### src/rtl/pulse_width_decoder.sv
// Pulse-width serial decoder.
// A high pulse near SHORT_NOMINAL cycles encodes a 0 and one near LONG_NOMINAL encodes a 1.
// Bits assemble MSB-first into words, which are handed out over a valid/ready handshake.
// Rejected pulses and idle-aborted partial words each raise a one-cycle flag.
// A completed word that arrives while the previous one is still unconsumed is dropped,
// and that sets a sticky overrun flag.

module pulse_width_decoder #(
    parameter int unsigned TIMER_WIDTH   = 8,
    parameter int unsigned SHORT_NOMINAL = 9,
    parameter int unsigned LONG_NOMINAL  = 18,
    parameter int unsigned TOLERANCE     = 4,
    parameter int unsigned WORD_BITS     = 8,
    parameter int unsigned IDLE_TIMEOUT  = 64,
    parameter int unsigned SYNC_STAGES   = 2
) (
    input  logic                         clock,
    input  logic                         reset,
    input  logic                         digital_in,
    output logic [WORD_BITS-1:0]         word_data,
    output logic                         word_valid,
    input  logic                         word_ready,
    output logic [$clog2(WORD_BITS):0]   bit_count,
    output logic                         pulse_error,
    output logic                         timeout,
    output logic                         overrun
);

    localparam int unsigned BC_W = $clog2(WORD_BITS) + 1;

    localparam logic [TIMER_WIDTH-1:0] TIMER_MAX = '1;
    localparam logic [TIMER_WIDTH-1:0] SHORT_T   = TIMER_WIDTH'(SHORT_NOMINAL);
    localparam logic [TIMER_WIDTH-1:0] LONG_T    = TIMER_WIDTH'(LONG_NOMINAL);
    localparam logic [TIMER_WIDTH-1:0] TOL_T     = TIMER_WIDTH'(TOLERANCE);
    localparam logic [TIMER_WIDTH-1:0] IDLE_T    = TIMER_WIDTH'(IDLE_TIMEOUT);
    localparam logic [BC_W-1:0]        LAST_BIT  = BC_W'(WORD_BITS - 1);

    logic [SYNC_STAGES-1:0] sync_q;
    logic                   s_d_q;
    logic                   in_pulse_q;
    logic [TIMER_WIDTH-1:0] high_q, high_d;
    logic [TIMER_WIDTH-1:0] low_q, low_d;
    logic [WORD_BITS-1:0]   shift_q, shift_d;
    logic [BC_W-1:0]        bit_count_q, bit_count_d;
    logic [WORD_BITS-1:0]   word_data_q, word_data_d;
    logic                   word_valid_q, word_valid_d;
    logic                   pulse_error_q, pulse_error_d;
    logic                   timeout_q, timeout_d;
    logic                   overrun_q, overrun_d;

    logic                   s;
    logic                   rise;
    logic                   fall;
    logic                   idle_hit;
    logic                   handshake;
    logic [TIMER_WIDTH-1:0] d0, d1;
    logic                   ok0, ok1;
    logic                   accept;
    logic                   bit_val;

    assign s         = sync_q[SYNC_STAGES-1];
    assign rise      = s && !s_d_q;
    // A fall only measures a pulse whose rise was seen after reset.
    assign fall      = !s && s_d_q && in_pulse_q;
    assign handshake = word_valid_q && word_ready;

    // Pulse and idle timers: high timer restarts at 1 on a rise, both saturate.
    always_comb begin
        high_d = high_q;
        if (rise) begin
            high_d = TIMER_WIDTH'(1);
        end else if (s && high_q != TIMER_MAX) begin
            high_d = high_q + 1'b1;
        end
        if (s) begin
            low_d = '0;
        end else if (low_q != TIMER_MAX) begin
            low_d = low_q + 1'b1;
        end else begin
            low_d = low_q;
        end
    end

    // Only the transition onto IDLE_TIMEOUT counts, so a saturated timer cannot re-fire.
    assign idle_hit = (low_d == IDLE_T) && (low_q != IDLE_T);

    // Classify the measured width against both nominal values.
    always_comb begin
        d0      = (high_q >= SHORT_T) ? (high_q - SHORT_T) : (SHORT_T - high_q);
        d1      = (high_q >= LONG_T) ? (high_q - LONG_T) : (LONG_T - high_q);
        ok0     = (d0 <= TOL_T);
        ok1     = (d1 <= TOL_T);
        accept  = ok0 || ok1;
        // When both fit, the closer nominal wins and a tie resolves to 1.
        bit_val = (ok0 && ok1) ? !(d0 < d1) : ok1;
    end

    // Word assembly, output handshake and status flags.
    always_comb begin
        shift_d       = shift_q;
        bit_count_d   = bit_count_q;
        word_data_d   = word_data_q;
        word_valid_d  = word_valid_q;
        overrun_d     = overrun_q;
        pulse_error_d = 1'b0;
        timeout_d     = 1'b0;

        if (handshake) begin
            word_valid_d = 1'b0;
        end

        if (fall) begin
            if (!accept) begin
                pulse_error_d = 1'b1;
                shift_d       = '0;
                bit_count_d   = '0;
            end else begin
                shift_d = {shift_q[WORD_BITS-2:0], bit_val};
                if (bit_count_q == LAST_BIT) begin
                    bit_count_d = '0;
                    if (!word_valid_q || handshake) begin
                        word_data_d  = shift_d;
                        word_valid_d = 1'b1;
                    end else begin
                        overrun_d = 1'b1;
                    end
                end else begin
                    bit_count_d = bit_count_q + 1'b1;
                end
            end
        end else if (idle_hit && bit_count_q != '0) begin
            timeout_d   = 1'b1;
            shift_d     = '0;
            bit_count_d = '0;
        end
    end

    // State registers with synchronous reset; the line idles high inside the synchroniser.
    always_ff @(posedge clock) begin
        if (reset) begin
            sync_q        <= '1;
            s_d_q         <= 1'b1;
            in_pulse_q    <= 1'b0;
            high_q        <= '0;
            low_q         <= '0;
            shift_q       <= '0;
            bit_count_q   <= '0;
            word_data_q   <= '0;
            word_valid_q  <= 1'b0;
            pulse_error_q <= 1'b0;
            timeout_q     <= 1'b0;
            overrun_q     <= 1'b0;
        end else begin
            sync_q        <= {sync_q[SYNC_STAGES-2:0], digital_in};
            s_d_q         <= s;
            if (rise) begin
                in_pulse_q <= 1'b1;
            end else if (!s && s_d_q) begin
                in_pulse_q <= 1'b0;
            end
            high_q        <= high_d;
            low_q         <= low_d;
            shift_q       <= shift_d;
            bit_count_q   <= bit_count_d;
            word_data_q   <= word_data_d;
            word_valid_q  <= word_valid_d;
            pulse_error_q <= pulse_error_d;
            timeout_q     <= timeout_d;
            overrun_q     <= overrun_d;
        end
    end

    assign word_data   = word_data_q;
    assign word_valid  = word_valid_q;
    assign bit_count   = bit_count_q;
    assign pulse_error = pulse_error_q;
    assign timeout     = timeout_q;
    assign overrun     = overrun_q;

endmodule

### config.mk
export PLATFORM = sky130hd
export DESIGN_NAME = pulse_width_decoder
export DESIGN_NICKNAME = d
export VERILOG_FILES = /design/src/rtl/pulse_width_decoder.sv
export SDC_FILE = /design/constraint.sdc
export NUM_CORES = 1
export LEC_CHECK = 0
export BUFFER_PORTS_ARGS = -buffer_cell sky130_fd_sc_hd__buf_2
export CAP_MARGIN = 20
export CORE_MARGIN = 3
export CORE_UTILIZATION = 25
export CTS_CLUSTER_DIAMETER = 100
export DETAILED_ROUTE_END_ITERATION = 6
export MAX_ROUTING_LAYER = met4
export SETUP_SLACK_MARGIN = 0.5
export SLEW_MARGIN = 20
export SYNTH_ARGS = -nofsm -noshare
export SYNTH_HDL_FRONTEND = slang
export SYNTH_SLANG_ARGS = --single-unit
### constraint.sdc
create_clock -name clock -period 5.15 [get_ports clock]
set_clock_uncertainty 0.1 [all_clocks]
set_input_delay 0.515 -clock clock [delete_from_list [all_inputs] [get_ports clock]]
set_output_delay 0.515 -clock clock [all_outputs]
set_load 0.005 [all_outputs]
## After elaboration in Yosys (flattened, before gate mapping)

Index checks and enable logic that the tools add are counted.

- Add/sub/neg operators: 7
- Order comparisons: 5
- Bitwise operators: 2
- Reductions and logical operators: 23
- Muxes and demuxes: 23
- Eq/ne operators: 5

Operators by type and width:

| kind | number |
|---|---|
| $mux W8 | 4 |
| $mux W7 | 3 |
| $add A8 B1 Y8 const B | 2 |
| $le A8 B3 Y1 const B | 2 |
| $mux W4 | 4 |
| $ne A8 B8 Y1 const B | 2 |
| $mux W1 | 12 |
| $eq A8 B7 Y1 const B | 1 |
| $ge A8 B4 Y1 const B | 1 |
| $ge A8 B5 Y1 const B | 1 |
| $logic_and A1 B1 Y1 | 8 |
| $lt A8 B8 Y1 | 1 |
| $ne A8 B7 Y1 const B | 1 |
| $reduce_and A4 Y1 | 2 |
| $sub A4 B8 Y8 const A | 1 |
| $sub A5 B8 Y8 const A | 1 |
| $sub A8 B4 Y8 const B | 1 |
| $sub A8 B5 Y8 const B | 1 |
| $reduce_bool A2 Y1 | 3 |
| $reduce_or A2 Y1 | 3 |
| $add A4 B1 Y4 const B | 1 |
| $eq A4 B3 Y1 const B | 1 |
| $logic_not A1 Y1 | 4 |
| $reduce_bool A4 Y1 | 1 |
| other kinds (2) | 4 |

- Output and inout port bits: 16
- Bits in registers: 43

## Depth between registers and ports, before layout

- Depth after elaboration: 8
- Gate-level depth with buffers: 16
- Depth with buffers taken out: 15

## Worst setup path after synthesis

No wires, ideal clock.

- Path kind: reg2reg
- Start: register high_q[1]
- End: register word_data_q[0] (netlist: word_data[0])
- Slack: 1.408 ns
- Clock period less this slack: 3.742 ns
- Stages on the path, launching flop included: 11
- Setup time: 0.070 ns
- Path buffers: 0
- Arrival: 3.572 ns
- Cells stage by stage: dfxtp_1 > inv_1 > ha_1 > or3b_2 > a21oi_4 > mux2i_1 > mux2_2 > or4_4 > a2111oi_4 > or3b_1 > a21oi_1

- Word-level cells in the longest chain between the ends: 5

Ends and longest elaborated chain:

| element | line | source |
|---|---|---|
| start, declared | 41 | `logic [TIMER_WIDTH-1:0] high_q, high_d;` |
| start signal, assigned | 161 | `high_q <= high_d;` |
| $sub A4 B8 Y8, or another cell as far along | 89 | `d0 = (high_q >= SHORT_T) ? (high_q - SHORT_T) : (SHORT_T - high_q);` |
| $mux W8, on equally long branches | 89, 90 |  |
| $le A8 B3 Y1, or another cell as far along | 91 | `ok0 = (d0 <= TOL_T);` |
| $logic_or A1 B1 Y1, or another cell as far along | 93 | `accept = ok0 \|\| ok1;` |
| $reduce_and A4 Y1 (no source line) or $mux W1 (tied branches) | - |  |
| end signal, assigned | 165 | `word_data_q <= word_data_d;` |
| end, declared | 45 | `logic [WORD_BITS-1:0] word_data_q, word_data_d;` |

Parallel ways exist; a longest one is shown, timed or not.
A chain may end at the register's enable or synchronous reset.

## Worst setup path in the final report

Ends and elaborated chain as after synthesis.

==> impl_metrics.toml <==
[status]
outcome = "finished, final reports clean"

[global_route]
grt_pass1_vias = 2067
grt_pass1_wl_um = 10000
grt_start_max_net_pins = 31
gr-usage-all-layers_pct = 10.6
antenna_found_initial = 0
grt_overflow = 0

[logic_synthesis]
avgSynthCellArea_sq_um = 8.20
synth_area_leader_cell = "dfxtp_1"
syn_nets = 352
synth-main-ff-cell = "dfxtp_1"
ys_ff_latch = 43
synthCells = 326
ys_async_sr_fraction_pct = 0
netlist.area_leader.share_pct = 32.2
synth_edf_count = 0
syn_area_sq_um = 2670
synth.area.top_cells = "dfxtp_1 (32%), ha_1 (10%), nor2_1 (7.7%)"
synthDistinctLibCells = 50
ys_warn_count = 0
ys_seq_area_share_pct = 32.2

[place]
portBuffers = 19
routabilityCongestion = 0.849
dp_cells = 465
dp_hpwl_um = 4240

[cts]
cts.repair.resized = 0
clock_path_buffers = 2
cts_setup_buffers = 0
clkTransAtPathRegs_ns = 0.08
cts_tree = "done"
cts.htree.levels = 2
cts.hold.buffers_added = 0
clock-root-buffer = "clkbuf_8"
clk_latency_ns = 0.29
cts_sinks = 43
numCtsBuffers = 5

[floorplanning]
die_y_um = 109
initial_core_util_pct = 25.8
ios = 20
die_w_um = 109
core_sq_um = 10400
rows = 37
die_area_sq_um = 12000

[sta]
drv_slew = 0
finalHoldWorstSlack_ns = 0.302
rsz0062_at_grt = "false"
slew_headroom_pct = 51.2
clock.fmax_ghz = 0.243
hold_viol_final = 0
setup_tns_ns = 0
finalCritPeriodShare_pct = 80.0
min_period_ns = 4.12
worst-slew-pin-transition_ns = 0.731
setup_viol = 0

[pwr]
leakage_uw = 0.00114
powerDensity_nw_per_um2 = 223
peakVddDrop_mv = 0.145

[route]
vias = 2324
wl_um = 5850
antenna_left = 0
via_per_inst = 4.91
post_drt_wl_per_cell_um = 12.4
detailedRoute.firstPassIterationCount = 4
drc = 0
drt_iter0_drc = 147

[cells_and_area]
drive_gt1_share_pct = 11.3
fin_cells = 473
antenna_cells = 0
final_core_util_pct = 28.5
final_common_cell = "nor2_1"
fin_nets = 362
layout_common_cells = "nor2_1 (55), dfxtp_1 (43), ha_1 (22)"
areaGrowthSynthToFinish_pct = 10.7

[hold_path]
hold_start = "digital_in"
whs_endpoint = "sync_q[0]$_SDFF_PP1_"
min_path_cells = 2
hold_path_class = "in -> reg"

[critical_path]
startpoint_type = "register"
reg2reg_setup_slack_ns = 1.03
criticalPathCategory = "reg -> reg"
rr_startpoint = "high_q[1]$_SDFFE_PP0P_"
timing.rr.end = "word_data[0]$_SDFFE_PP0P_"
cp_data_arrival_time_ns = 4.24
crit_fanout = 12
worst_setup_path_end_kind = "register"
required_ns = 5.27
r2r_cells = 10

[job]
cap_violations = 0
==> power breakdown <==
part	total [uW]	switching [uW]	internal, uW
Sequential	346	9.86	336
Combinational	109	61.5	47.0
Clock	205	110	95.3
==> synthesized netlist by cell type, drive strengths merged, types with 3 or more instances <==
cell    number
a31oi        9
clkbuf      12
o21a         3
mux2         3
nor2b        6
inv         15
nor3        16
nand3       11
nor3b        3
o21ai       12
nand2       17
xnor2       15
nand2b       5
mux2i       13
or4          3
or2          4
nor2        55
a21oi       10
nand4        3
or3          3
ha          22
a22oi        9
dfxtp       43
buf          5
==> state kept, by name, summed over array words and instances, names as in the netlist, 2 cells and up <==
name       cells
high_q         8
low_q          8
word_data      8
shift_q        7
bit_count      4
sync_q         2
==> through the flow <==
stage / area [sq um] / power (uW) / setup WS (ns)
after floorplan: 2670 / 438 / 1.41
after global placement: 2880 / 458 / 1.13
after detailed placement: 2880 / 461 / 1.07
after CTS: 2960 / 669 / 1.04
after global routing: 2960 / 703 / 0.794
final: 2960 / 659 / 1.03
==> critical path, cell delays in order, from the launching register on <==
cell	delay (ns)
dfxtp_1	0.60
inv_1	0.21
ha_1	0.29
or3b_2	0.50
a21oi_4	0.21
mux2i_1	0.09
mux2_2	0.28
or4_4	0.53
a2111oi_4	0.69
or3b_1	0.41
a21oi_1	0.14
==> logic make-up after synthesis <==
kind of cell / synth area share (%)
flops: 32.2
mux: 6.13
fa+ha+maj: 10.3
buf+inv: 4.77
simple gates: 24.3
xor+xnor: 4.91
compound gates: 17.4
==> layer usage <==
metal / track usage, % / part of all wire (%) / wire, um
met4: 3.74 / 2.0 / 116
met2: 16.7 / 46 / 2680
met5: - / 0 / 0
met1: 13.6 / 48 / 2800
met3: 1.94 / 4.3 / 250
==> worst max-delay path by stage <==
stage / from / endpoint / slack [ns]
finish: high_q[1]$_SDFFE_PP0P_ / word_data[0]$_SDFFE_PP0P_ / 1.03
global placement: high_q[1]$_SDFFE_PP0P_ / word_data[0]$_SDFFE_PP0P_ / 1.13
CTS: high_q[1]$_SDFFE_PP0P_ / word_data[0]$_SDFFE_PP0P_ / 1.04
global route: high_q[1]$_SDFFE_PP0P_ / word_data[0]$_SDFFE_PP0P_ / 0.79
detailed placement: high_q[1]$_SDFFE_PP0P_ / word_data[0]$_SDFFE_PP0P_ / 1.07
floorplan: high_q[1]$_SDFFE_PP0P_ / word_data[0]$_SDFFE_PP0P_ / 1.41
==> area by class of cell <==
type                    instances  area (sq um)
well taps                     136           170
clock inverters                 1          5.00
repair buffers                 20           103
multi-input cells             250          1690
inverters                      16          60.1
clock buffers                   7          76.3
fillers                      1149          7410
flip-flops and latches         43           861
Power figures use the tool's default switching activity.
